## config.mk

```make
export PLATFORM = sky130hd
export DESIGN_NAME = decode_sched
export DESIGN_NICKNAME = d
export VERILOG_FILES = /design/src/rtl/instr_decode_pkg.sv /design/src/rtl/decode_sched.sv
export SDC_FILE = /design/constraint.sdc
export NUM_CORES = 1
export LEC_CHECK = 0
export BUFFER_PORTS_ARGS = -buffer_cell sky130_fd_sc_hd__clkbuf_2
export CAP_MARGIN = 25
export CELL_PAD_IN_SITES_DETAIL_PLACEMENT = 0
export CELL_PAD_IN_SITES_GLOBAL_PLACEMENT = 2
export CORE_MARGIN = 2
export CORE_UTILIZATION = 10
export CTS_BUF_LIST = sky130_fd_sc_hd__clkbuf_2
export DETAILED_ROUTE_END_ITERATION = 12
export GPL_TIMING_DRIVEN = 0
export PLACE_DENSITY = 0.79
export SETUP_SLACK_MARGIN = 0.2
export SYNTH_ARGS = -nofsm -noshare
export SYNTH_HDL_FRONTEND = slang
export SYNTH_SLANG_ARGS = --single-unit
```

## constraint.sdc

```tcl
create_clock -name clk -period 2.2 [get_ports clk]
set_input_delay 0.33 -clock clk [delete_from_list [all_inputs] [get_ports clk]]
set_output_delay 0.33 -clock clk [all_outputs]
set_load 0.01 [all_outputs]
```

## src/rtl/instr_decode_pkg.sv

```systemverilog
// Shared decode-stage types: scheduler state, nuke packet and instruction packet.
// Imported by the decode scheduler and anything that observes its state.
package instr_decode;

  typedef enum logic [1:0] {
    RUN         = 2'd0,
    FLUSH       = 2'd1,
    WAIT_RESUME = 2'd2,
    HALT        = 2'd3
  } t_de_sched_state;

  typedef struct packed {
    logic       valid;
    logic [5:0] rob_id;
  } t_nuke_pkt;

  typedef struct packed {
    logic [31:0] pc;
    logic [31:0] raw;
    logic [15:0] simid;
  } t_instr_pkt;

  localparam int STARVE_MAX_LIMIT = 15;

endpackage

```

## src/rtl/decode_sched.sv

```systemverilog
// Decode-slot scheduler: arbitrates fetch vs injection into DE0 and sequences
// decode through nuke recovery and ebreak halt. Grants are combinational.
module decode_sched
  import instr_decode::*;
#(
  parameter int STARVE_MAX = 4
) (
  input  logic            clk,
  input  logic            reset,
  input  t_nuke_pkt       nuke_rb1,
  input  logic            resume_fetch_rbx,
  input  logic            decode_ready_de0,
  input  logic            valid_fe1,
  input  t_instr_pkt      instr_fe1,
  output logic            fe_ready_fe1,
  input  logic            valid_inj,
  input  t_instr_pkt      instr_inj,
  output logic            inj_ready,
  input  logic            is_ebreak_de0,
  output logic            valid_de0,
  output t_instr_pkt      instr_de0,
  output logic            src_inj_de0,
  output t_de_sched_state state_de0
);

  localparam int CW = $clog2(STARVE_MAX + 1);
  localparam logic [CW-1:0] STARVE_TOP = CW'(STARVE_MAX);

  t_de_sched_state r_state;
  logic [CW-1:0]   r_starve_cnt;

  logic w_nuke;
  logic w_fetch_ok;
  logic w_inj_ok;
  logic w_starved;
  logic w_grant_fe;
  logic w_grant_inj;
  logic w_unused_nuke;

  assign w_nuke        = nuke_rb1.valid;
  assign w_unused_nuke = ^nuke_rb1.rob_id;

  // Reset gates eligibility so nothing is granted while reset is held.
  assign w_fetch_ok = ~reset & (r_state == RUN) & valid_fe1 & decode_ready_de0 & ~w_nuke;
  assign w_inj_ok   = ~reset & ((r_state == RUN) | (r_state == HALT)) & valid_inj
                    & decode_ready_de0 & ~w_nuke;

  assign w_starved   = (r_starve_cnt == STARVE_TOP);
  assign w_grant_fe  = w_fetch_ok & (~w_inj_ok | w_starved);
  assign w_grant_inj = w_inj_ok & ~w_grant_fe;

  assign fe_ready_fe1 = w_grant_fe;
  assign inj_ready    = w_grant_inj;
  assign valid_de0    = w_grant_fe | w_grant_inj;
  assign src_inj_de0  = w_grant_inj;
  assign state_de0    = reset ? RUN : r_state;

  // NOTE: every always_comb output gets a default first so no latch is inferred.
  always_comb begin
    instr_de0 = '0;
    if (w_grant_inj)
      instr_de0 = instr_inj;
    else if (!reset)
      instr_de0 = instr_fe1;
  end

  // NOTE: sequential state uses non-blocking assignments only.
  always_ff @(posedge clk) begin
    if (reset) begin
      r_state      <= RUN;
      r_starve_cnt <= '0;
    end else begin
      if (w_nuke) begin
        r_state <= FLUSH;
      end else begin
        case (r_state)
          FLUSH:       r_state <= resume_fetch_rbx ? RUN : WAIT_RESUME;
          WAIT_RESUME: if (resume_fetch_rbx) r_state <= RUN;
          RUN:         if (w_grant_fe && is_ebreak_de0) r_state <= HALT;
          HALT:        r_state <= HALT;
          default:     r_state <= RUN;
        endcase
      end

      // A stalled queue freezes the starvation count rather than clearing it.
      if (w_nuke)
        r_starve_cnt <= '0;
      else if (!decode_ready_de0)
        r_starve_cnt <= r_starve_cnt;
      else if (w_grant_fe || !w_fetch_ok)
        r_starve_cnt <= '0;
      else if (w_grant_inj && !w_starved)
        r_starve_cnt <= r_starve_cnt + CW'(1);
    end
  end

  a_no_grant_in_recovery: assert property (@(posedge clk) disable iff (reset)
    (r_state == FLUSH || r_state == WAIT_RESUME) |-> !(fe_ready_fe1 || inj_ready));

  a_single_grant: assert property (@(posedge clk) disable iff (reset)
    !(fe_ready_fe1 && inj_ready));

endmodule

```

==> qor.yml, run 1 <==
status: "finished, violations left"
failed_checks: "negative setup slack"
wl_mm: 11.4
clk_latency_ns: 0.22
ys_seq_area_share_pct: 5.69
critPathKind: "in -> out"
finClkSkew_ns: 0.00782
route.detailed.drc: 0
n_fill_cell: 1970
synthAdderAreaFrac_pct: 3.56
grt-ovfl-total: 0
path_common_cell: "buf_12"
grt_pass1_wl_mm: 15.5
max_stage_delay_ns: 0.45
start_util_pct: 10.2
hold_viol_final: 0
die_y_um: 137
dpl.hpwl_mm: 8.44
cp_max_fo: 6
final-setup-viol-count: 82
core-area_mm2: 0.0172
globalplace.congestion: 0.696
final_common_cell: "clkbuf_2"
netlist_area_mm2: 0.00176
port_buffers: 253
root_buffer: "clkbuf_2"
irDropWorstVdd_mv: 0.219
crit_buf_inv: 6
worst_hold_slack_ns: 0.382
p_total_uw: 871
slew_headroom_pct: 59.4
wl_met2_mm: 6.00
numCtsBuffers: 3
yosys_warnings: 0
post-route-period-util_pct: 110
ant_nets: 0
synth_cell_type_count: 27
cts_tree: "done"
cts_sinks: 5
drt-initial-drc-count: 45
arrival_ns: 2.10
antenna_cells: 0
finalMaxSlewViolations: 0
tightest_slew_ns: 0.608
crit_slowest_cell: "or3b_4"
crit_chain: "clkbuf_2 -> or3b_4 -> a311oi_4 -> buf_12 -> buf_12 -> buf_16 -> clkbuf_16 -> nand2_2 -> o21ai_1 -> buf_2"
cp-start-kind: "primary input"
highest_layer: "met4"
clk_path_buf_depth: 2
post_synth_mux_area_share_pct: 1.14
rows: 48
synth_simple_gate_area_share_pct: 54.1
path_clk_slew_ns: 0.05
drive_gt1_share_pct: 65.5
die_w_um: 137
num_io_pins: 260
final.setup.tns_ns: -14.68
syn_nets: 497
powerDensity_mw_per_mm2: 201
syn-mean-instance-area_um2: 5.53
setup_slack_ns: -0.229
final_cells: 825
period_needed_ns: 2.43
wl_met3_um: 729
hold_buffers: 0
vias_per_cell: 3.79
wire_per_inst_um: 13.9
dieArea_mm2: 0.0187
synth_compound_area_share_pct: 26.5
first_pass_iters: 4
synthCells: 318
path_delay_family: "buffers and inverters"
place_inst: 796
fin_nets: 780
synth_xor_area_share_pct: 0
drv_cap: 0
max_freq_mhz: 412
antenna_found_initial: 1
vias: 3125
cp.required_ns: 1.87
area_growth_pct: 146
rsz0062_at_grt: "true"
grt_pass1_vias: 2980
ys_ff_latch: 5
grt_max_degree: 12
layout_common_cells: "181 x clkbuf_2, 81 x nand2b_1, 78 x buf_2, 36 x nand2_1, 36 x o21ai_1"
p_leak_uw: 0.00228
wl_met1_mm: 4.69
htreeDepth: 1
grt_usage_pct: 10.5
hp-class: "in -> reg"
cp-end-kind: "primary output"
synth_top_family_by_area: "simple AND/OR/NAND/NOR gates"
## cell families (layout without fill, tap and decap cells)
family | after synthesis | in the layout
DFF | 5 | 5
adders and majority gates | 5 | 5
and+or+nand+nor | 186 | 186
AOI/OAI and AO/OA | 88 | 88
buffers and inverters | 32 | 314
muxes | 2 | 2
## routing by layer
metal	track usage, %	up-vias
met4	0.521	0
li1	-	1629
met3	1.63	2
met2	19.9	132
met1	13.0	1362
met5	0	-
## synth_stat cells, drive strengths merged
cell type | instances | area share, %
nand4 | 1 | 0.36
nor2b | 3 | 1.1
or3b | 1 | 0.64
nor2 | 5 | 1.1
dfxtp | 5 | 5.7
o21ai | 81 | 23
and4 | 1 | 0.50
buf | 11 | 4.6
ha | 5 | 3.6
a2111oi | 2 | 1.1
clkbuf | 16 | 3.4
nand2 | 82 | 17
a21oi | 1 | 0.28
mux2i | 2 | 1.1
nand3 | 3 | 0.85
and2 | 2 | 0.71
nand2b | 82 | 29
inv | 5 | 1.1
or3 | 1 | 0.64
a31oi | 1 | 0.36
nor3 | 3 | 0.85
a311oi | 1 | 0.85
o211ai | 1 | 0.43
and3 | 2 | 0.71
a32oi | 1 | 0.50
## worst paths after layout
kind / startpoint / endpoint / slack (ns) / depth (start not counted)
min reg2reg: r_starve_cnt[2] / r_starve_cnt[2] / 0.52 / 1
max: reset / instr_de0[63] / -0.23 / 10
min: nuke_rb1[6] / r_starve_cnt[0] / 0.38 / 2
max reg2reg: r_state[1] / r_state[0] / 0.34 / 7
## registers in the layout, summed over array words and instances, names as in the netlist
register / cells
r_state: 2
r_starve_cnt: 3
## metrics by stage
stage | setup WS [ns] | util, % | cell area [µm²]
final | -0.229 | 25.1 | 4330
after global routing | -0.335 | 25.1 | 4330
after CTS | -0.315 | 22.8 | 3920
after detailed placement | -0.926 | 19.6 | 3380
after global placement | -0.931 | 19.6 | 3380
after floorplan | 0.169 | - | 1830
## power by group
part | switching, µW | internal, µW
clock | 38.4 | 48.2
sequential | 2.83 | 95.2
combinational | 328 | 358
## timing repair
item | CTS | global route
buffers inserted | 13 | 0
resized for setup | 117 | 155
endpoints found under the setup margin | 85 | 83
pin swaps | 20 | 28
gates cloned | 5 | 7
## cell type report
cell class | count | area [µm²] | share of cell area, %
Tap cell | 225 | 282 | 6.50
Clock buffer | 4 | 20.0 | 0.462
Timing Repair Buffer | 278 | 1730 | 40.0
Sequential cell | 5 | 105 | 2.43
Buffer | 27 | 280 | 6.47
Multi-Input combinational cell | 281 | 1890 | 43.7
Inverter | 5 | 18.8 | 0.433
No activity file was read; power rests on OpenSTA's default activity.
==> run 2, diff against run 1 <==
--- a/config.mk
+++ b/config.mk
@@ -9,6 +9,7 @@
 export CAP_MARGIN = 25
 export CELL_PAD_IN_SITES_DETAIL_PLACEMENT = 0
 export CELL_PAD_IN_SITES_GLOBAL_PLACEMENT = 2
+export CORE_ASPECT_RATIO = 1.75
 export CORE_MARGIN = 2
 export CORE_UTILIZATION = 10
 export CTS_BUF_LIST = sky130_fd_sc_hd__clkbuf_2
==> qor.yml, run 2 (synthesized netlist as in run 1, its figures left out) <==
post-route-period-util_pct: 110  # -0.88 points
p_sw_share_pct: 42.6  # +0.18 points
die_y_um: 179  # +31%
numCtsBuffers: 3  # unchanged
area_growth_pct: 142
wl_mm: 11.0  # -4.0%
dpl.hpwl_mm: 8.73  # +3.5%
ant_nets: 0  # unchanged
drive_gt1_share_pct: 66.8  # +1.3 points
htreeDepth: 1  # unchanged
max_freq_mhz: 415  # +0.80%
post_dp_cell_area_mm2: 0.00339  # +0.22%
core-area_mm2: 0.0174  # +0.81%
tightest_slew_ns: 0.430  # -0.179 ns
clkPwrFrac_pct: 10.1  # +0.2 points
drv_cap: 0  # unchanged
num_io_pins: 260  # unchanged
final_cell_area_mm2: 0.00426  # -1.6%
cts_tree: "done"
grt-ovfl-total: 0  # unchanged
port_buffers: 253  # unchanged
critPathKind: "in -> out"
globalplace.congestion: 0.822  # +18%
cp-end-kind: "primary output"
grt_usage_pct: 10.5  # +0.037 points
post-route-util_pct: 24.5  # -0.61 points
period_needed_ns: 2.41  # -0.0193 ns
p_seq_share_pct: 11.2  # about the same
switchingPower_uw: 370  # +0.17%
largest_reg_flops: 3  # unchanged
rows: 64  # +33%
hold_viol_final: 0  # unchanged
setup_slack_ns: -0.210  # +0.0193 ns
first_pass_iters: 4  # unchanged
grt_pass1_vias: 2932  # -1.6%
arrival_ns: 2.08  # -0.02 ns
irDropWorstVdd_mv: 0.184  # -16%
vias_per_cell: 3.80  # +0.22%
slew_headroom_pct: 71.2  # +12 points
dieArea_mm2: 0.0187  # +0.22%
path_clk_slew_ns: 0.06  # about the same
antenna_found_initial: 0  # -1
drt-initial-drc-count: 83  # +84%
failed_checks: "negative setup slack"
start_util_pct: 10.1  # -0.082 points
wire_per_inst_um: 13.2  # -4.6%
hp-class: "in -> reg"
cp.required_ns: 1.87  # about the same
cp-start-kind: "primary input"
vias: 3151  # +0.83%
antenna_cells: 0  # unchanged
cp_max_fo: 11  # +5
comb_power_share_pct: 78.6  # -0.2 points
grt_pass1_wl_mm: 15.9  # +2.6%
p_leak_uw: 0.00224  # -2.0%
top_regs: "r_starve_cnt: 3 flops, r_state: 2 flops"
cts_sinks: 5  # unchanged
route.detailed.drc: 0  # unchanged
powerDensity_mw_per_mm2: 204  # +1.4%
fin_nets: 779  # -0.13%
finClkSkew_ns: 0.00775  # -0.0000681 ns
final_common_cell: "clkbuf_2"
rsz0062_at_grt: "true"
clk_path_buf_depth: 2  # unchanged
grt_max_degree: 12  # unchanged
root_buffer: "clkbuf_2"
p_int_uw: 499  # -0.58%
die_w_um: 104  # -24%
regMostFlops: "r_starve_cnt"
status: "finished, violations left"
final-setup-viol-count: 82  # unchanged
layout_common_cells: "183 x clkbuf_2, 81 x nand2b_1, 73 x buf_2, 45 x o21ai_1"
p_total_uw: 869  # -0.26%
finalMaxSlewViolations: 0  # unchanged
clk_latency_ns: 0.22  # about the same
run 2: changes by cell type in the layout (fill, tap and decap cells not counted), moves of 4 or more:
cell,previous run,this run
buf_2,78,73
nand2_2,23,32
buf_16,6,2
o21ai_0,15,4
nand2_1,36,30
o21ai_1,36,45
run 2: worst max-delay path, stage by stage:
cell and delay (ns):
clkbuf_2 0.14, or3b_4 0.45, a311oi_4 0.31, buf_12 0.15, buf_8 0.10, buf_12 0.14
buf_8 0.14, nand2_1 0.09, o21ai_2 0.07, buf_2 0.15
run 2: final timing paths:
path	start	to	slack, ns	cells after the start
min reg2reg	r_starve_cnt[2]	r_starve_cnt[2]	0.53	1
max	reset	instr_de0[75]	-0.21	10
max reg2reg	r_state[0]	r_state[0]	0.35	7
min	nuke_rb1[6]	r_starve_cnt[1]	0.39	2
run 2: routing by layer:
metal / GRT usage, % / share of wire (%) / vias up
met5: 0 / 0 / -
met2: 21.5 / 56 / 141
met3: 1.38 / 5.1 / 14
li1: - / - / 1614
met1: 11.2 / 37 / 1382
met4: 2.00 / 1.6 / 0
run 2: timing repair:
item / CTS / global route
endpoints found under the setup margin: 85 / 84
gates resized for setup: 128 / 162
hold buffers: 0 / 0
setup buffers: 16 / 1
pin swaps: 15 / 38
cloned: 2 / 5
run 2: power groups by stage:
stage               Combinational (µW)  Clock, µW  Sequential, µW
finish                             683       88.0            97.5
global route                       744        101            97.6
CTS                                639       89.8            97.8
detailed placement                 556          0            99.3
global placement                   556          0            99.3
floorplan                          254          0            98.6
run 2: cell type report:
cell class / count / area, µm²
Buffer: 27 / 304
Timing Repair Buffer: 277 / 1620
Sequential cell: 5 / 105
Clock buffer: 4 / 20.0
Fill cell: 1990 / 13100
Multi-Input combinational cell: 281 / 1900
Inverter: 5 / 18.8
Tap cell: 231 / 289
run 2: per-stage QoR:
| step | cells | setup WS, ns | hold slack, ns | TNS [ns] |
|---|---|---|---|---|
| 2_1_floorplan | 318 | 0.169 | 0.407 | 0 |
| 3_3_place_gp | 802 | -0.722 | 0.469 | -43.11 |
| 3_5_place_dp | 802 | -0.720 | 0.478 | -44.15 |
| 4_1_cts | 824 | -0.270 | 0.379 | -18.03 |
| 5_1_grt | 830 | -0.342 | 0.381 | -21.37 |
| 6_report | 830 | -0.210 | 0.388 | -12.31 |
==> run 3, diff against run 2 <==
--- a/config.mk
+++ b/config.mk
@@ -9,13 +9,12 @@
 export CAP_MARGIN = 25
 export CELL_PAD_IN_SITES_DETAIL_PLACEMENT = 0
 export CELL_PAD_IN_SITES_GLOBAL_PLACEMENT = 2
-export CORE_ASPECT_RATIO = 1.75
 export CORE_MARGIN = 2
-export CORE_UTILIZATION = 10
+export CORE_UTILIZATION = 11
 export CTS_BUF_LIST = sky130_fd_sc_hd__clkbuf_2
 export DETAILED_ROUTE_END_ITERATION = 12
 export GPL_TIMING_DRIVEN = 0
-export PLACE_DENSITY = 0.79
+export PLACE_DENSITY = 0.82
 export SETUP_SLACK_MARGIN = 0.2
 export SYNTH_ARGS = -nofsm -noshare
 export SYNTH_HDL_FRONTEND = slang
==> constraint.sdc (replaced) <==
create_clock -name clk -period 2.25 [get_ports clk]
set_input_delay 0.3375 -clock clk [delete_from_list [all_inputs] [get_ports clk]]
set_output_delay 0.3375 -clock clk [all_outputs]
set_load 0.01 [all_outputs]
==> qor.yml, run 3 (synthesized netlist as in run 1, its figures left out) <==
route.detailed.drc: 0  # unchanged
fin_nets: 783  # +0.51%
slew_headroom_pct: 66.0  # -5.2 points
ant_nets: 0  # unchanged
grt_pass1_vias: 2831  # -3.4%
first_pass_iters: 4  # unchanged
cp-start-kind: "flop"
hold_viol_final: 0  # unchanged
p_total_uw: 854  # -1.7%
antenna_cells: 0  # unchanged
finalMaxSlewViolations: 0  # unchanged
multi_input_area_mm2: 0.00192  # +0.86%
max_freq_mhz: 408
start_util_pct: 11.2  # +1.0 points
comb_power_share_pct: 79.3  # +0.7 points
arrival_ns: 2.12  # +0.04 ns
p_int_uw: 493  # -1.0%
final-setup-viol-count: 82  # unchanged
die_w_um: 130  # +25%
wl_mm: 11.3  # +2.7%
path_clk_slew_ns: 0.06  # about the same
wire_per_inst_um: 13.8  # +4.1%
layout_common_cells: "181 x clkbuf_2, 81 x nand2b_1, 79 x buf_2, 52 x o21ai_1, 50 x nand2_2"
root_buffer: "clkbuf_2"
cp.required_ns: 1.91  # +0.04 ns
vias: 3175  # +0.76%
regMostFlops: "r_starve_cnt"
cp-end-kind: "primary output"
p_sw_share_pct: 42.2  # -0.39 points
final_common_cell: "clkbuf_2"
cp_max_fo: 6  # -5
globalplace.congestion: 0.691  # -16%
setup_slack_ns: -0.203  # +0.00636 ns
grt-ovfl-total: 0  # unchanged
rsz0062_at_grt: "true"
n_fill_cell: 1791  # -10%
irDropWorstVdd_mv: 0.0944  # -49%
htreeDepth: 1  # unchanged
p_leak_uw: 0.00227  # +1.4%
dieArea_mm2: 0.0170  # -9.0%
regArea_um2: 104  # -1.2%
grt_max_degree: 12  # unchanged
clk_latency_ns: 0.21  # about the same
post-route-period-util_pct: 109
dpl.hpwl_mm: 8.19  # -6.2%
status: "finished, violations left"
port_buffers: 253  # unchanged
numCtsBuffers: 3  # unchanged
area_growth_pct: 146
vias_per_cell: 3.88  # +2.1%
core-area_mm2: 0.0158  # -9.2%
worst_hold_slack_ns: 0.395  # +0.00666 ns
clkPwrFrac_pct: 9.4  # -0.7 points
clk_path_buf_depth: 2  # unchanged
grt_pass1_wl_mm: 14.7  # -7.2%
largest_reg_flops: 3  # unchanged
num_io_pins: 260  # unchanged
top_regs: "r_starve_cnt: 3 flops, r_state: 2 flops"
critPathKind: "reg -> out"
hp-class: "in -> reg"
hold-path-cell-count: 2  # unchanged
ff2ff_path_depth: 7  # unchanged
tightest_slew_ns: 0.510  # +0.0798 ns
finClkSkew_ns: 0.00450  # -0.00325 ns
die_y_um: 130  # -27%
failed_checks: "negative setup slack"
p_seq_share_pct: 11.3  # about the same
antenna_found_initial: 0  # unchanged
drive_gt1_share_pct: 68.5  # +1.7 points
period_needed_ns: 2.45
hold_buffers: 0  # unchanged
drt-initial-drc-count: 48  # -42%
cts_tree: "done"
powerDensity_mw_per_mm2: 197  # -3.1%
cts_sinks: 5  # unchanged
grt_usage_pct: 11.0  # +0.51 points
switchingPower_uw: 360  # -2.6%
drv_cap: 0  # unchanged
rows: 46  # -28%
-- run 3: cell types whose count changed in the layout (fill, tap and decap cells not counted), moves of 4 or more --
cell and delta:
buf_2 +6, buf_6 +4, nand2_1 -17, nand2_2 +18, o21ai_1 +7, o21ai_2 -4
-- run 3: per-layer routing --
metal / vias to the layer above / routed length (µm) / global-route usage, %
met2: 127 / 5920 / 21.2
met4: 0 / 14 / 1.13
li1: 1637 / - / -
met5: - / 0 / 0
met1: 1409 / 4710 / 13.6
met3: 2 / 646 / 1.30
-- run 3: critical path, cell delays in order, from the launching register on --
cell	delay, ns
dfxtp_2	0.35
inv_2	0.05
ha_4	0.21
nand2b_4	0.15
a311oi_4	0.28
buf_6	0.16
buf_6	0.12
buf_12	0.15
clkbuf_16	0.16
nand2_2	0.04
o21ai_1	0.07
buf_2	0.15
-- run 3: through the flow --
stage	setup slack [ns]	instance area [µm²]	setup TNS (ns)	util (%)	cells
final	-0.203	4320	-13.45	27.4	819
after global placement	-0.775	3320	-38.26	21.0	787
after global routing	-0.319	4320	-23.31	27.4	819
after floorplan	0.211	1780	0	-	318
after CTS	-0.262	3820	-17.42	24.2	809
after detailed placement	-0.760	3320	-38.39	21.0	787
-- run 3: worst paths after layout --
check	from	slack, ns	end
setup reg to reg	r_starve_cnt[0]	0.39	r_state[0]
setup / recovery	r_state[0]	-0.20	instr_de0[17]
hold / removal	nuke_rb1[6]	0.39	r_starve_cnt[0]
hold reg to reg	r_starve_cnt[2]	0.51	r_starve_cnt[2]
-- run 3: final cells by class --
| type | instances | area share (%) |
|---|---|---|
| buffer | 27 | 5.87 |
| clock buffer | 4 | 0.463 |
| inverter | 5 | 0.434 |
| multi-input combinational | 281 | 44.4 |
| sequential | 5 | 2.40 |
| tap | 216 | 6.25 |
| timing repair buffer | 281 | 40.2 |
-- run 3: power by group through the flow --
stage                     combinational (µW)  clock [µW]  sequential [µW]
after floorplan                          237           0             96.4
after global placement                   531           0             97.0
after detailed placement                 530           0             97.1
after CTS                                622        86.6             96.3
after global routing                     745        93.1             96.7
final                                    677        80.6             96.5
-- run 3: repair_timing --
action                                  in CTS  in global routing
pin swaps                                   30                 35
cloned                                       5                  7
endpoints found under the setup margin      85                 83
hold endpoints to repair                     0                  0
buffers inserted                            13                  3
resized for setup                          158                171
